$ cat config.mk
export PLATFORM = sky130hd
export DESIGN_NAME = tile_blitter
export DESIGN_NICKNAME = d
export VERILOG_FILES = /design/src/rtl/tile_blitter.sv
export SDC_FILE = /design/constraint.sdc
export NUM_CORES = 1
export LEC_CHECK = 0
export BUFFER_PORTS_ARGS = -buffer_cell sky130_fd_sc_hd__buf_4
export CELL_PAD_IN_SITES_DETAIL_PLACEMENT = 1
export CELL_PAD_IN_SITES_GLOBAL_PLACEMENT = 1
export CORE_MARGIN = 3
export CORE_UTILIZATION = 41
export DETAILED_ROUTE_END_ITERATION = 10
export PLACE_DENSITY = 0.85
export SYNTH_ARGS = -nofsm -noshare
export SYNTH_HDL_FRONTEND = slang
export SYNTH_SLANG_ARGS = --single-unit
export TNS_END_PERCENT = 100
$ cat constraint.sdc
create_clock -name clk -period 4.9 [get_ports clk]
set_input_delay 0.98 -clock clk [delete_from_list [all_inputs] [get_ports clk]]
set_output_delay 0.98 -clock clk [all_outputs]
set_load 0.03 [all_outputs]
$ cat src/rtl/tile_blitter.sv
// Tile blitter: reads one 2^TILE_W_LOG2 x 2^TILE_H_LOG2 tile from a fixed-latency ROM and
// streams its pixels (optionally mirrored, colour-keyed) to a ready/valid pixel sink.
module tile_blitter #(
    parameter int                 TILE_W_LOG2 = 3,
    parameter int                 TILE_H_LOG2 = 3,
    parameter int                 ADDR_W      = 12,
    parameter int                 COORD_W     = 8,
    parameter int                 PIXEL_W     = 24,
    parameter int                 ROM_LATENCY = 2,
    parameter bit                 KEY_EN      = 1'b1,
    parameter logic [PIXEL_W-1:0] KEY         = 24'hFF00FF
) (
    input  logic               clk,
    input  logic               reset,
    input  logic               start,
    input  logic [ADDR_W-1:0]  tile_base,
    input  logic [COORD_W-1:0] x_pos,
    input  logic [COORD_W-1:0] y_pos,
    input  logic               flip_x,
    output logic               busy,
    output logic               done,
    output logic [ADDR_W-1:0]  rom_addr,
    input  logic [PIXEL_W-1:0] rom_data,
    output logic               px_valid,
    input  logic               px_ready,
    output logic [COORD_W-1:0] px_x,
    output logic [COORD_W-1:0] px_y,
    output logic [PIXEL_W-1:0] px_rgb
);
    localparam int N_LOG2 = TILE_W_LOG2 + TILE_H_LOG2;
    localparam int RET_W  = N_LOG2 + 1;
    localparam int DEPTH  = ROM_LATENCY + 1;
    localparam int PTR_W  = $clog2(DEPTH);
    localparam int CNT_W  = $clog2(DEPTH + 1);
    localparam int SUM_W  = CNT_W + 2;
    localparam int XY_W   = 2 * COORD_W;
    localparam int ENT_W  = XY_W + PIXEL_W;
    localparam logic [N_LOG2-1:0] LAST_N = {N_LOG2{1'b1}};
    localparam logic [RET_W-1:0]  N_PIX  = {1'b1, {N_LOG2{1'b0}}};

    typedef enum logic [1:0] {
        S_IDLE  = 2'd0,
        S_ISSUE = 2'd1,
        S_DRAIN = 2'd2,
        S_DONE  = 2'd3
    } state_t;

    state_t             state_q, state_d;
    logic [ADDR_W-1:0]  base_q, base_d, rom_addr_q, rom_addr_d;
    logic [COORD_W-1:0] x0_q, x0_d, y0_q, y0_d;
    logic               flip_q, flip_d, busy_q, busy_d, done_q, done_d;
    logic [N_LOG2-1:0]  n_q, n_d;
    logic [RET_W-1:0]   ret_q, ret_d;
    logic [ROM_LATENCY-1:0] pv_q, pv_d;
    logic [XY_W-1:0]    pc_q [ROM_LATENCY];
    logic [XY_W-1:0]    pc_d [ROM_LATENCY];
    logic [ENT_W-1:0]   fifo_q [DEPTH];
    logic [ENT_W-1:0]   fifo_d [DEPTH];
    logic [PTR_W-1:0]   wr_q, wr_d, rd_q, rd_d;
    logic [CNT_W-1:0]   cnt_q, cnt_d;

    logic                   pop_s, push_s, drop_s, key_hit_s, issue_s;
    logic [SUM_W-1:0]       inflight_s, load_s;
    logic [TILE_W_LOG2-1:0] col_s, src_col_s;
    logic [TILE_H_LOG2-1:0] row_s;

    // Datapath: issue throttle, ROM-return tag pipeline and output FIFO bookkeeping.
    always_comb begin
        pop_s     = (cnt_q != '0) && px_ready;
        key_hit_s = KEY_EN && (rom_data == KEY);
        push_s    = pv_q[ROM_LATENCY-1] && !key_hit_s;
        drop_s    = pv_q[ROM_LATENCY-1] && key_hit_s;
        inflight_s = '0;
        for (int k = 0; k < ROM_LATENCY; k++) begin
            inflight_s = inflight_s + SUM_W'(pv_q[k]);
        end
        // Occupancy after this cycle's pop plus reads still in the ROM must leave a free slot.
        load_s  = SUM_W'(cnt_q) - SUM_W'(pop_s) + inflight_s;
        issue_s = (state_q == S_ISSUE) && (load_s < SUM_W'(DEPTH));

        col_s     = n_q[TILE_W_LOG2-1:0];
        row_s     = n_q[N_LOG2-1:TILE_W_LOG2];
        src_col_s = flip_q ? ~col_s : col_s;
        if (issue_s) begin
            rom_addr_d = base_q + ADDR_W'({row_s, src_col_s});
        end else begin
            rom_addr_d = rom_addr_q;
        end

        pv_d[0] = issue_s;
        pc_d[0] = {x0_q + COORD_W'(col_s), y0_q + COORD_W'(row_s)};
        for (int k = 1; k < ROM_LATENCY; k++) begin
            pv_d[k] = pv_q[k-1];
            pc_d[k] = pc_q[k-1];
        end

        fifo_d = fifo_q;
        if (push_s) begin
            fifo_d[wr_q] = {pc_q[ROM_LATENCY-1], rom_data};
            wr_d = (wr_q == PTR_W'(DEPTH - 1)) ? '0 : wr_q + PTR_W'(1);
        end else begin
            wr_d = wr_q;
        end
        if (pop_s) begin
            rd_d = (rd_q == PTR_W'(DEPTH - 1)) ? '0 : rd_q + PTR_W'(1);
        end else begin
            rd_d = rd_q;
        end
        cnt_d = cnt_q + CNT_W'(push_s) - CNT_W'(pop_s);
    end

    // Control FSM: accept and latch a request, count issued and retired pixels.
    always_comb begin
        state_d = state_q;
        base_d  = base_q;
        x0_d    = x0_q;
        y0_d    = y0_q;
        flip_d  = flip_q;
        n_d     = n_q;
        ret_d   = ret_q + RET_W'(pop_s) + RET_W'(drop_s);
        case (state_q)
            S_IDLE: begin
                if (start) begin
                    state_d = S_ISSUE;
                    base_d  = tile_base;
                    x0_d    = x_pos;
                    y0_d    = y_pos;
                    flip_d  = flip_x;
                    n_d     = '0;
                    ret_d   = '0;
                end else begin
                    ret_d   = ret_q;
                end
            end
            S_ISSUE: begin
                if (issue_s) begin
                    n_d = n_q + N_LOG2'(1);
                    if (n_q == LAST_N) begin
                        state_d = S_DRAIN;
                    end else begin
                        state_d = S_ISSUE;
                    end
                end else begin
                    n_d = n_q;
                end
            end
            S_DRAIN: begin
                if (ret_d == N_PIX) begin
                    state_d = S_DONE;
                end else begin
                    state_d = S_DRAIN;
                end
            end
            S_DONE:  state_d = S_IDLE;
            default: state_d = S_IDLE;
        endcase
        busy_d = (state_d == S_ISSUE) || (state_d == S_DRAIN);
        done_d = (state_d == S_DONE);
    end

    // Control and bookkeeping registers with synchronous reset.
    always_ff @(posedge clk) begin
        if (reset) begin
            state_q    <= S_IDLE;
            base_q     <= '0;
            x0_q       <= '0;
            y0_q       <= '0;
            flip_q     <= 1'b0;
            busy_q     <= 1'b0;
            done_q     <= 1'b0;
            n_q        <= '0;
            ret_q      <= '0;
            rom_addr_q <= '0;
            pv_q       <= '0;
            wr_q       <= '0;
            rd_q       <= '0;
            cnt_q      <= '0;
        end else begin
            state_q    <= state_d;
            base_q     <= base_d;
            x0_q       <= x0_d;
            y0_q       <= y0_d;
            flip_q     <= flip_d;
            busy_q     <= busy_d;
            done_q     <= done_d;
            n_q        <= n_d;
            ret_q      <= ret_d;
            rom_addr_q <= rom_addr_d;
            pv_q       <= pv_d;
            wr_q       <= wr_d;
            rd_q       <= rd_d;
            cnt_q      <= cnt_d;
        end
    end

    // Pixel payload storage; always qualified by pv_q / cnt_q, so it needs no reset.
    always_ff @(posedge clk) begin
        pc_q   <= pc_d;
        fifo_q <= fifo_d;
    end

    assign busy     = busy_q;
    assign done     = done_q;
    assign rom_addr = rom_addr_q;
    assign px_valid = (cnt_q != '0);
    assign {px_x, px_y, px_rgb} = fifo_q[rd_q];
endmodule

==> flow_summary_export.csv <==
group,metric,value,unit
status,outcome,"complete, no violations",
clock_network,numCtsBuffers,23,
timing,drv_slew,0,
finish,fin_nets,921,
placed_design,io_buffers,111,
power,p_leak,0.003885,uW
timing,setup_viol,0,
worst_setup_path,crit_path_start_kind,"primary input",
power,netSwitchingFraction,27.61,%
synthesis,synth_edf_count,120,
synthesis,synth.area.mux_share,4.874,%
route,vias,5803,
worst_setup_path,crit_type,"in2reg",
grt,grt_first_pass_wirelength,30950,um
worst_hold_path,worstHoldStart,"pc_d[2]$_DFF_P_",
clock_network,postCtsSetupRepairBufs,0,
synthesis,synth-adder-area-share,4.339,%
timing,tightest_slew,1053,ps
synthesis,avgSynthCellArea,11.92,um2
synthesis,synth_top_cell_by_area,"edfxtp_1",
clock_network,cts.path.max_buffers,3,
route,drtIter0Drc,233,
floorplanning,start_util,42.21,%
synthesis,ys_seq_area_share,64.33,%
power,p_comb_share,18.2,%
finish,antennaDiodeCount,0,
clock_network,ctsResizeCount,0,
placed_design,gp_congestion,0.7935,
timing,setup-tns-final,0,ps
worst_setup_path,cp.arrival,3750,ps
placed_design,hpwlAfterDp,12530,um
power,p_switching,1259,uW
route,wl_per_cell,17.05,um
grt,grt_overflow,0,
synthesis,synth_flop_cell,"edfxtp_1",
grt,antenna_found_initial,0,
synthesis,synth-xor-area-share,2.126,%
synthesis,syn_area,8651,um2
synthesis,post_synth_num_cell_types,54,
timing,period_needed,3402,ps
worst_setup_path,crit_chain,"buf_4, o21ai_0, inv_1, ha_1, ha_1, inv_1, fa_1, xnor2_1, o2111ai_1, buf_4, nor2_1, o32ai_1, ha_1, nor2b_1",
finish,multi_input_area,2869,um2
clock_network,cts_tree,"yes",
floorplanning,die_y,151.3,um
floorplanning,die_w,151.3,um
worst_setup_path,worstPathMaxFanout,21,
clock_network,insertion_delay,510,ps
clock_network,ctsHoldBuffers,0,
power,p_seq_share,45.7,%
finish,regArea,5567,um2
timing,fmax,294.0,MHz
clock_network,root_buffer,"clkbuf_16",
worst_setup_path,cp-end-kind,"flip-flop",
floorplanning,coreArea,20490,um2
synthesis,syn_nets,810,
finish,fillers,2165,
grt,grt_pass1_vias,6162,
worst_setup_path,slowest_stage,"fa_1",
clock_network,cts.sinks,218,
synthesis,synth_area_leaders,"edfxtp_1, dfxtp_1, nand2_1",
worst_hold_path,min_path_cells,0,
clock_network,clk_pin_slew_worst_paths,60,ps
synthesis,synth_top_family_by_area,"simple AND/OR/NAND/NOR gates",
grt,grt_max_degree,68,
synthesis,yosysWarnings,0,
route,postRouteAntennaNets,0,
worst_setup_path,crit_top_cell,"ha_1",
synthesis,ys_async_sr_fraction,0,%
flow_run,maxCapViolCount,0,
placed_design,dp_cells,1082,
clock_network,htree_levels,1,
floorplanning,ios,112,
worst_setup_path,reg2reg_depth,13,
finish,drive_above_1_share,20.26,%
power,p_per_area,434.1,nW/um2
power,ir_worst_vdd,215.3,uV
worst_setup_path,rrSetupSlack,1550,ps
worst_setup_path,crit_family,"adder cells",
finish,stdcell_count,1124,
synthesis,synthCells,726,
route,drt-pass1-iter-count,5,
synthesis,synth-simple-area-share,11.80,%
grt,grt_usage,16.85,%
timing,finalCritPeriodShare,69.42,%
worst_setup_path,cp_slowest_stage_delay,430,ps
worst_hold_path,hold_end,"pc_q[2]$_DFF_P_",
worst_setup_path,required,5250,ps
worst_setup_path,worstReg2RegEnd,"busy$_SDFF_PP0_",
finish,area_delta_synth_final,21.36,%
timing,fin_skew,16.80,ps
timing,setup_slack,1498,ps
floorplanning,dieArea,22880,um2
timing,hold_viol_final,0,
timing,rsz0062_at_grt,"no",
timing,slew_headroom,29.77,%
worst_setup_path,cp_num_buf_inv,4,
route,wirelength,19170,um
power,p_int,3299,uW
worst_hold_path,hold_class,"reg2reg",
floorplanning,rows,52,
placed_design,dp_slack,981.4,ps
worst_setup_path,reg2reg_from,"cnt_q[0]$_SDFF_PP0_",
synthesis,synth_top_cell_area_share,41.65,%
synthesis,ys_ff_latch,218,
route,vias_per_cell,5.163,
synthesis,synth_compound_area_share,9.821,%
route,drc,0,
synthesis,synth.most_common_cell,"nand2_1",
synthesis,synthTopCellsByCount,"nand2_1, edfxtp_1, dfxtp_1",
power,clockPowerShare,36.1,%
[per-layer routing]
| metal | vias to the layer above | GRT usage, % | wire [um] |
|---|---|---|---|
| met4 | 0 | 3.672 | 306 |
| met2 | 117 | 29.90 | 9387 |
| met5 | - | 0 | 0 |
| met1 | 2830 | 21.41 | 8498 |
| met3 | 30 | 3.172 | 977 |
| li1 | 2826 | - | - |
[cell usage in the layout, fill, tap and decap left out, types with 3 or more instances in the layout]
cell type,netlist,layout
nand2_1,121,121
edfxtp_1,120,120
buf_4,1,120
dfxtp_1,98,97
o21ai_0,55,55
a21oi_1,50,50
mux2i_1,41,41
inv_1,24,24
clkbuf_16,0,23
ha_1,22,22
nor2_1,20,20
xnor2_1,13,13
nor3_1,9,8
xor2_1,8,8
nor2b_1,8,7
a311oi_1,6,6
nand4_1,6,6
nand2b_1,6,6
clkbuf_1,23,6
nor4_1,5,5
or3_1,5,5
and3_1,5,5
nand3_1,5,5
nand3b_1,5,5
fa_1,5,5
a21o_1,4,4
a211oi_1,4,4
clkinv_2,0,4
o2111ai_1,3,3
and2_1,3,3
or2_2,3,3
a31o_2,3,3
o211ai_1,3,3
clkinv_4,0,3
[final cells by class]
| type | count | share of cell area, % |
|---|---|---|
| inverters | 24 | 0.8581 |
| flip-flops and latches | 218 | 53.02 |
| clock inverters | 11 | 1.037 |
| repair buffers | 120 | 8.581 |
| well taps | 270 | 3.218 |
| multi-input cells | 450 | 27.33 |
| clock buffers | 31 | 5.959 |
[power by group through the flow]
stage          sequential (uW)  combinational (uW)  clock, uW
2_1_floorplan             2130                 520          0
3_3_place_gp              2110                 816          0
3_5_place_dp              2120                 842          0
4_1_cts                   2080                 846       1690
5_1_grt                   2090                 911       1770
6_report                  2080                 831       1650
[kinds of logic (layout without fill, tap and decap cells)]
| kind of cell | after synthesis | in the layout |
|---|---|---|
| compound gates | 143 | 143 |
| xor+xnor | 21 | 21 |
| fa+ha+maj | 27 | 27 |
| buf+inv | 58 | 186 |
| flops | 218 | 218 |
| mux | 42 | 42 |
| simple gates | 217 | 217 |
[how the worst max path moves through the flow]
| stage | from | endpoint | slack (ps) | depth (start not counted) |
|---|---|---|---|---|
| 2_1_floorplan | rom_data[6] | fifo_q[40]$_DFFE_PP_ | 10 | 3 |
| 3_3_place_gp | px_ready | busy$_SDFF_PP0_ | 1080 | 14 |
| 3_5_place_dp | px_ready | busy$_SDFF_PP0_ | 980 | 14 |
| 4_1_cts | rd_q[1]$_SDFFE_PP0N_ | px_rgb[16] | 1420 | 5 |
| 5_1_grt | rom_data[15] | busy$_SDFF_PP0_ | 1230 | 13 |
| 6_report | px_ready | busy$_SDFF_PP0_ | 1500 | 14 |
[flip-flops by register name, indices dropped and copies added (netlist names), 2 cells and up]
signal    cells
pv_q          2
base_q       12
cnt_q         2
state_q       2
pc_q         16
ret_q         7
x0_q          8
fifo_q      120
rom_addr     12
pc_d         16
rd_q          2
y0_q          8
wr_q          2
n_q           6
[stage by stage]
step                cell area (um2)  hold WS [ps]  power, uW  util (%)
floorplan                      8651         309.6       2653         -
global placement               9764         309.8       2929     47.64
detailed placement             9764         315.1       2960     47.64
CTS                           10500         329.4       4618     51.23
global route                  10500         335.6       4776     51.23
finish                        10500         327.7       4558     51.23
Note: power is estimated with default switching activity, not from simulation.
